<file path="src/rtl/pulse_delay_pkg.sv">
// pulse_delay_pkg: shared types and helpers
// for the multi-channel pulse delay line.
package pulse_delay_pkg;

  typedef enum logic [1:0] {
    IDLE,
    FILL,
    RUN
  } state_t;

  // A delay is usable when it lies in 1..dmax.
  function automatic bit delay_valid(
    input logic [31:0] d,
    input logic [31:0] dmax
  );
    return (d != 32'd0) && (d <= dmax);
  endfunction

endpackage

</file>
<file path="src/rtl/pulse_delay_line_if.sv">
// pulse_delay_line_if: control, config and
// pulse bundle between DAQ logic and delay line.
interface pulse_delay_line_if
  import pulse_delay_pkg::*;
#(
  parameter int CHANNELS = 16,
  parameter int DELAY_W  = 7
);

  logic                enable;
  logic [DELAY_W-1:0]  delay_cfg;
  logic                delay_load;
  logic [CHANNELS-1:0] ch_mask;
  logic [CHANNELS-1:0] pulse_in;
  logic [CHANNELS-1:0] pulse_out;
  logic                filling;
  logic                running;
  logic                cfg_err;
  logic [DELAY_W-1:0]  active_delay;

  modport master (
    output enable,
    output delay_cfg,
    output delay_load,
    output ch_mask,
    output pulse_in,
    input  pulse_out,
    input  filling,
    input  running,
    input  cfg_err,
    input  active_delay
  );

  modport slave (
    input  enable,
    input  delay_cfg,
    input  delay_load,
    input  ch_mask,
    input  pulse_in,
    output pulse_out,
    output filling,
    output running,
    output cfg_err,
    output active_delay
  );

endinterface

</file>
<file path="src/rtl/pulse_delay_ram.sv">
// pulse_delay_ram: simple dual-port buffer,
// synchronous write, registered read.
module pulse_delay_ram
  import pulse_delay_pkg::*;
#(
  parameter int WIDTH = 16,
  parameter int DEPTH = 64,
  parameter int AW    = 6
) (
  input  logic             clk,
  input  logic             we,
  input  logic [AW-1:0]    waddr,
  input  logic [WIDTH-1:0] wdata,
  input  logic [AW-1:0]    raddr,
  output logic [WIDTH-1:0] rdata
);

  logic [WIDTH-1:0] mem [DEPTH];

  // write port
  always_ff @(posedge clk) begin
    if (we) mem[waddr] <= wdata;
  end

  // registered read; old data on a same-address write
  always_ff @(posedge clk) begin
    rdata <= mem[raddr];
  end

endmodule

</file>
<file path="src/rtl/pulse_delay_line.sv">
// pulse_delay_line: replays each pulse channel
// exactly active_delay cycles later.
module pulse_delay_line
  import pulse_delay_pkg::*;
#(
  parameter int CHANNELS      = 16,
  parameter int MAX_DELAY     = 64,
  parameter int DEFAULT_DELAY = 50,
  parameter int DELAY_W       = $clog2(MAX_DELAY + 1),
  parameter logic [CHANNELS-1:0] INPUT_INVERT =
    {CHANNELS{1'b1}}
) (
  input logic clk,
  input logic rst,
  pulse_delay_line_if.slave bus
);

  localparam int AW =
    (MAX_DELAY > 1) ? $clog2(MAX_DELAY) : 1;
  localparam int SW = DELAY_W + 1;

  state_t              state;
  state_t              state_n;
  logic                restart;
  logic                load_ok;
  logic                we;
  logic [AW-1:0]       wr_ptr;
  logic [AW-1:0]       wr_ptr_n;
  logic [AW-1:0]       wr_addr;
  logic [AW-1:0]       rd_addr;
  logic [SW-1:0]       rd_sum;
  logic [DELAY_W-1:0]  fill_cnt;
  logic [DELAY_W-1:0]  fill_cnt_n;
  logic [DELAY_W-1:0]  delay_q;
  logic                err_q;
  logic [CHANNELS-1:0] din;
  logic [CHANNELS-1:0] din_q;
  logic [CHANNELS-1:0] ram_q;
  logic [CHANNELS-1:0] rd_data;
  logic [CHANNELS-1:0] out_n;
  logic [CHANNELS-1:0] out_q;

  assign din = bus.pulse_in ^ INPUT_INVERT;
  assign load_ok = bus.delay_load &&
    delay_valid(32'(bus.delay_cfg),
                32'(MAX_DELAY));

  assign bus.pulse_out    = out_q;
  assign bus.filling      = (state == FILL);
  assign bus.running      = (state == RUN);
  assign bus.cfg_err      = err_q;
  assign bus.active_delay = delay_q;

  // next state; a valid reload restarts the fill
  always_comb begin
    state_n = state;
    restart = 1'b0;
    unique case (state)
      IDLE: begin
        state_n = FILL;
        restart = 1'b1;
      end
      FILL: begin
        if (load_ok) restart = 1'b1;
        else if (fill_cnt == delay_q)
          state_n = RUN;
      end
      RUN: begin
        if (load_ok) begin
          state_n = FILL;
          restart = 1'b1;
        end
      end
      default: state_n = IDLE;
    endcase
    if (!bus.enable) begin
      state_n = IDLE;
      restart = 1'b0;
    end
  end

  // pointers, read address and output data
  always_comb begin
    we         = (state_n != IDLE);
    wr_addr    = restart ? '0 : wr_ptr;
    wr_ptr_n   = '0;
    fill_cnt_n = '0;
    if (we) begin
      wr_ptr_n = (wr_addr == AW'(MAX_DELAY - 1))
        ? '0 : wr_addr + 1'b1;
      if (restart)
        fill_cnt_n = DELAY_W'(1);
      else if (state_n == FILL)
        fill_cnt_n = fill_cnt + 1'b1;
      else
        fill_cnt_n = fill_cnt;
    end
    // read one cycle early: slot written D-1 ago
    rd_sum = SW'(wr_ptr) + SW'(MAX_DELAY + 1)
           - SW'(delay_q);
    if (rd_sum >= SW'(MAX_DELAY))
      rd_sum = rd_sum - SW'(MAX_DELAY);
    rd_addr = AW'(rd_sum);
    // D=1 cannot go through the RAM read register
    rd_data = (delay_q == DELAY_W'(1))
      ? din_q : ram_q;
    out_n = (state_n == RUN)
      ? (rd_data & bus.ch_mask) : '0;
  end

  // state, pointers and output register
  always_ff @(posedge clk) begin
    if (rst) begin
      state    <= IDLE;
      wr_ptr   <= '0;
      fill_cnt <= '0;
      out_q    <= '0;
      din_q    <= '0;
    end else begin
      state    <= state_n;
      wr_ptr   <= wr_ptr_n;
      fill_cnt <= fill_cnt_n;
      out_q    <= out_n;
      din_q    <= din;
    end
  end

  // delay configuration and sticky error
  always_ff @(posedge clk) begin
    if (rst) begin
      delay_q <= DELAY_W'(DEFAULT_DELAY);
      err_q   <= 1'b0;
    end else if (bus.delay_load) begin
      if (load_ok) begin
        delay_q <= bus.delay_cfg;
        err_q   <= 1'b0;
      end else begin
        err_q   <= 1'b1;
      end
    end
  end

  pulse_delay_ram #(
    .WIDTH (CHANNELS),
    .DEPTH (MAX_DELAY),
    .AW    (AW)
  ) u_ram (
    .clk   (clk),
    .we    (we),
    .waddr (wr_addr),
    .wdata (din),
    .raddr (rd_addr),
    .rdata (ram_q)
  );

endmodule

</file>
<file path="src/flat_wrapper.sv">
// flat-port wrapper written by rule: the top's interface ports become plain ports
module pulse_delay_line_flat import pulse_delay_pkg::*;
#(
  parameter int CHANNELS      = 16,
  parameter int MAX_DELAY     = 64,
  parameter int DEFAULT_DELAY = 50,
  parameter int DELAY_W       = $clog2(MAX_DELAY + 1),
  parameter logic [CHANNELS-1:0] INPUT_INVERT =
    {CHANNELS{1'b1}}
)
  (clk, rst, bus_enable, bus_delay_cfg, bus_delay_load, bus_ch_mask, bus_pulse_in, bus_pulse_out, bus_filling, bus_running, bus_cfg_err, bus_active_delay);
  pulse_delay_line_if #(.CHANNELS(CHANNELS), .DELAY_W(DELAY_W)) bus_i ();
  input logic clk;
  input logic rst;
  input wire logic [$bits(bus_i.enable)-1:0] bus_enable;
  input wire logic [$bits(bus_i.delay_cfg)-1:0] bus_delay_cfg;
  input wire logic [$bits(bus_i.delay_load)-1:0] bus_delay_load;
  input wire logic [$bits(bus_i.ch_mask)-1:0] bus_ch_mask;
  input wire logic [$bits(bus_i.pulse_in)-1:0] bus_pulse_in;
  output wire logic [$bits(bus_i.pulse_out)-1:0] bus_pulse_out;
  output wire logic [$bits(bus_i.filling)-1:0] bus_filling;
  output wire logic [$bits(bus_i.running)-1:0] bus_running;
  output wire logic [$bits(bus_i.cfg_err)-1:0] bus_cfg_err;
  output wire logic [$bits(bus_i.active_delay)-1:0] bus_active_delay;
  assign bus_i.enable = bus_enable;
  assign bus_i.delay_cfg = bus_delay_cfg;
  assign bus_i.delay_load = bus_delay_load;
  assign bus_i.ch_mask = bus_ch_mask;
  assign bus_i.pulse_in = bus_pulse_in;
  assign bus_pulse_out = bus_i.pulse_out;
  assign bus_filling = bus_i.filling;
  assign bus_running = bus_i.running;
  assign bus_cfg_err = bus_i.cfg_err;
  assign bus_active_delay = bus_i.active_delay;
  pulse_delay_line #(.CHANNELS(CHANNELS), .MAX_DELAY(MAX_DELAY), .DEFAULT_DELAY(DEFAULT_DELAY), .DELAY_W(DELAY_W), .INPUT_INVERT(INPUT_INVERT)) u_core (.clk(clk), .rst(rst), .bus(bus_i));
endmodule
</file>
<file path="config.mk">
export PLATFORM = sky130hd
export DESIGN_NAME = pulse_delay_line_flat
export DESIGN_NICKNAME = d
export VERILOG_FILES = /design/src/rtl/pulse_delay_pkg.sv /design/src/rtl/pulse_delay_line_if.sv /design/src/rtl/pulse_delay_ram.sv /design/src/rtl/pulse_delay_line.sv /design/src/flat_wrapper.sv
export SDC_FILE = /design/constraint.sdc
export NUM_CORES = 1
export LEC_CHECK = 0
export ABC_AREA = 1
export BUFFER_PORTS_ARGS = -buffer_cell sky130_fd_sc_hd__buf_2
export CAP_MARGIN = 20
export CORE_MARGIN = 8
export CORE_UTILIZATION = 37
export DETAILED_ROUTE_END_ITERATION = 10
export PLACE_DENSITY = 0.49
export SLEW_MARGIN = 20
export SYNTH_ARGS = -nofsm -noshare
export SYNTH_HDL_FRONTEND = slang
export SYNTH_SLANG_ARGS = --single-unit
</file>
<file path="constraint.sdc">
create_clock -name clk -period 3.9 [get_ports clk]
set_input_delay 0.78 -clock clk [delete_from_list [all_inputs] [get_ports clk]]
set_output_delay 0.78 -clock clk [all_outputs]
set_load 0.01 [all_outputs]
</file>
==> qor.csv <==
metric;value;unit
hold_depth;2;
regArea;32200;µm²
ctsResizeCount;0;
fin_area;49700;µm²
met2_usage;33.3;%
vdd_drop_max;0.392;mV
tightest_slew;1.12;ns
dp.cells;4773;
syn_nets;3311;
num_io_pins;69;
path_clk_slew;0.06;ns
synth_area_per_cell;13.3;µm²
power_density;552;nW/µm²
use_met1;28.1;%
ant_nets;0;
clock_latency;0.71;ns
reg2reg_to;u_core.u_ram.rdata[10]$_DFF_P_;
drt-total-wl;132;mm
cp_common_cell;nand3_1;
area_growth_syn_to_layout;15.0;%
grt_antenna_before_repair;9;
numCtsBuffers;114;
power_switching;7.43;mW
rsz0062_at_grt;false;
first_global_vias;27200;
min_period;3.72;ns
r2r_slack;0.18;ns
multi_input_area;9710;µm²
ys_ff_latch;1095;
crit_path_start_kind;flip-flop;
h-tree-depth;3;
hold_viol;0;
mostFrequentLayoutCells;edfxtp_1 (1024), nor2_1 (621), o21ai_0 (534);
vias;28100;
maxCapViolations;0;
power_frac_seq;47.9;%
ff2ff_path_depth;11;
clockPowerShare;38.4;%
yosysSeqAreaShare;74.4;%
cts_root_buf;clkbuf_16;
required;4.46;ns
die_area;128000;µm²
synth_area;43200;µm²
p_sw_share;27.1;%
cts_hold_buffers;0;
max_freq;269;MHz
min_from;bus_pulse_in[11];
synth_cell_types;36;
grt_use_total;20.3;%
clock_path_buffers;3;
grt_max_degree;181;
crit_arrival;4.28;ns
die-height;358;µm
crit_path_max_incr_delay;0.96;ns
r2r_start;u_core.wr_ptr[1]$_SDFF_PP0_;
filler_cell_count;10500;
crit_path_end_kind;flip-flop;
rows;125;
syn_inst;3253;
via_per_inst;5.62;
min_path_type;in2reg;
ys_warn_count;0;
cp_cell_sequence;inv_1 -> ha_1 -> inv_1 -> ha_4 -> fa_4 -> buf_4 -> o221ai_1 -> nand3_1 -> nand3_1 -> nand3_1 -> nand2_1;
wl_per_cell;26.5;µm
path_class;reg2reg;
final.setup_skew;0.0311;ns
min_to;u_core.din_q[11]$_SDFF_PP0_;
nets;3424;
numPortBuffers;68;
drtIter0Drc;2981;
die_w;358;µm
met3_usage;3.23;%
slowest_stage;fa_4;
grt-ovfl-total;0;
dr.pass1.iters;6;
hpwl;76.8;mm
clock-sinks;1095;
worstPathMaxFanout;32;
finalCritPeriodShare;95.3;%
max-slew-margin-rel;25.0;%
cts_tree;built;
p_comb_share;13.7;%
final_layout_size_suffix_gt1_share;13.3;%
slew_viol_final;0;
final_core_util;42.8;%
setup_viol;0;
route.detailed.drc;0;
cts_setup_buffers;0;
final_common_cell;edfxtp_1;
setup_tns;0;ns
final_cell_count_no_fill;4992;
finalWeightedCongestion;0.833;
internal_power;20.0;mW
leakagePower;16.1;nW
busiest_layer;met2;
grt_pass1_wl;192;mm
initial_utilization;37.2;%
place_area;46000;µm²
status;completed;
core;116000;µm²
-- cells in the mapped netlist --
cell type / count / share of area [%]
a21oi_1: 15 / 0.17
a21oi_4: 1 / 0.038
buf_1: 5 / 0.043
buf_2: 34 / 0.39
buf_4: 13 / 0.23
buf_6: 18 / 0.47
clkbuf_1: 157 / 1.4
dfxtp_1: 71 / 3.3
edfxtp_1: 1024 / 71
fa_1: 1 / 0.046
ha_1: 14 / 0.41
inv_1: 75 / 0.65
inv_2: 14 / 0.12
inv_4: 1 / 0.014
nand2_1: 87 / 0.76
nand2_2: 8 / 0.12
nand2_4: 1 / 0.026
nand2_8: 1 / 0.046
nand3_1: 184 / 2.1
nand3_2: 7 / 0.16
nand3_4: 1 / 0.041
nand4_1: 4 / 0.058
nand4_4: 1 / 0.049
nor2_1: 626 / 5.4
nor2_2: 2 / 0.029
nor2_4: 1 / 0.026
nor3_1: 7 / 0.081
nor3_2: 10 / 0.23
nor4_1: 1 / 0.014
o211ai_1: 68 / 1.2
o21ai_0: 534 / 6.2
o221ai_1: 191 / 3.9
o22ai_1: 65 / 0.94
xnor2_1: 3 / 0.061
xor2_1: 7 / 0.14
xor2_2: 1 / 0.038
-- layout make-up --
cell class                      count  share of cell area, %
Timing Repair Buffer              224                   3.86
Antenna cell                        2                 0.0101
Sequential cell                  1095                   64.7
Tap cell                         1524                   3.84
Clock inverter                     61                   1.02
Multi-Input combinational cell   1841                   19.5
Inverter                           90                  0.740
Clock buffer                      155                   6.28
-- worst max-delay path by stage --
stage	from	endpoint	slack, ns	cells past startpoint
6_report	u_core.wr_ptr[1]$_SDFF_PP0_	u_core.u_ram.rdata[10]$_DFF_P_	0.18	11
4_1_cts	u_core.bus.active_delay[1]$_SDFFE_PP1P_	u_core.u_ram.rdata[10]$_DFF_P_	0.19	12
3_5_place_dp	u_core.wr_ptr[1]$_SDFF_PP0_	u_core.u_ram.rdata[10]$_DFF_P_	0.21	11
5_1_grt	u_core.wr_ptr[1]$_SDFF_PP0_	u_core.u_ram.rdata[10]$_DFF_P_	0.07	11
2_1_floorplan	bus_delay_cfg[1]	u_core.u_ram.mem[0][0]$_DFFE_PP_	0.98	13
3_3_place_gp	u_core.wr_ptr[1]$_SDFF_PP0_	u_core.u_ram.rdata[10]$_DFF_P_	0.17	11
-- flip-flops by register name (all words and copies together) (netlist names) --
signal	cells
u_core.wr_ptr	6
u_core.bus.cfg_err	1
u_core.bus.active_delay	7
u_core.u_ram.rdata	16
u_core.u_ram.mem	1024
u_core.bus.pulse_out	16
u_core.state	2
u_core.din_q	16
u_core.fill_cnt	7
-- metal layers --
layer	part of all wire, %	wire [µm]
met1	43	56800
met5	0.030	40
met4	2.6	3470
met2	48	63400
met3	6.6	8680
-- power by group through the flow --
stage                     clock network [mW]  registers, mW  logic, mW
final                                   10.5           13.1       3.76
after global routing                    11.2           13.1       4.05
after CTS                               10.8           13.1       3.78
after detailed placement                   0           13.4       3.77
after global placement                     0           13.4       3.74
after floorplan                            0           13.2       2.10
-- cell families (layout without fill, tap and decap cells) --
group / count (synthesis) / in the layout / synth area share (%)
adders and majority gates: 15 / 15 / 0.452
and+or+nand+nor: 941 / 941 / 9.20
xor gates and xnor gates: 11 / 11 / 0.240
AOI/OAI and AO/OA: 874 / 874 / 12.4
other: 0 / 2 / 0
buffers and inverters: 317 / 530 / 3.28
DFF: 1095 / 1095 / 74.4
-- metrics by stage --
step | hold WS (ns) | power [mW] | setup WS (ns)
floorplan | 0.464 | 15.3 | 0.977
global placement | 0.472 | 17.1 | 0.168
detailed placement | 0.473 | 17.2 | 0.212
CTS | 0.212 | 27.7 | 0.187
global route | 0.232 | 28.4 | 0.0675
finish | 0.263 | 27.4 | 0.182
-- critical path, delay by kind of cell, from the launching register on --
kind | cells | cell delay (ns)
fa+ha+maj | 3 | 1.39
simple gates | 4 | 0.95
compound gates | 1 | 0.29
buf+inv | 3 | 0.55
flops | 1 | 0.37
No activity file was read; power rests on OpenSTA's default activity.
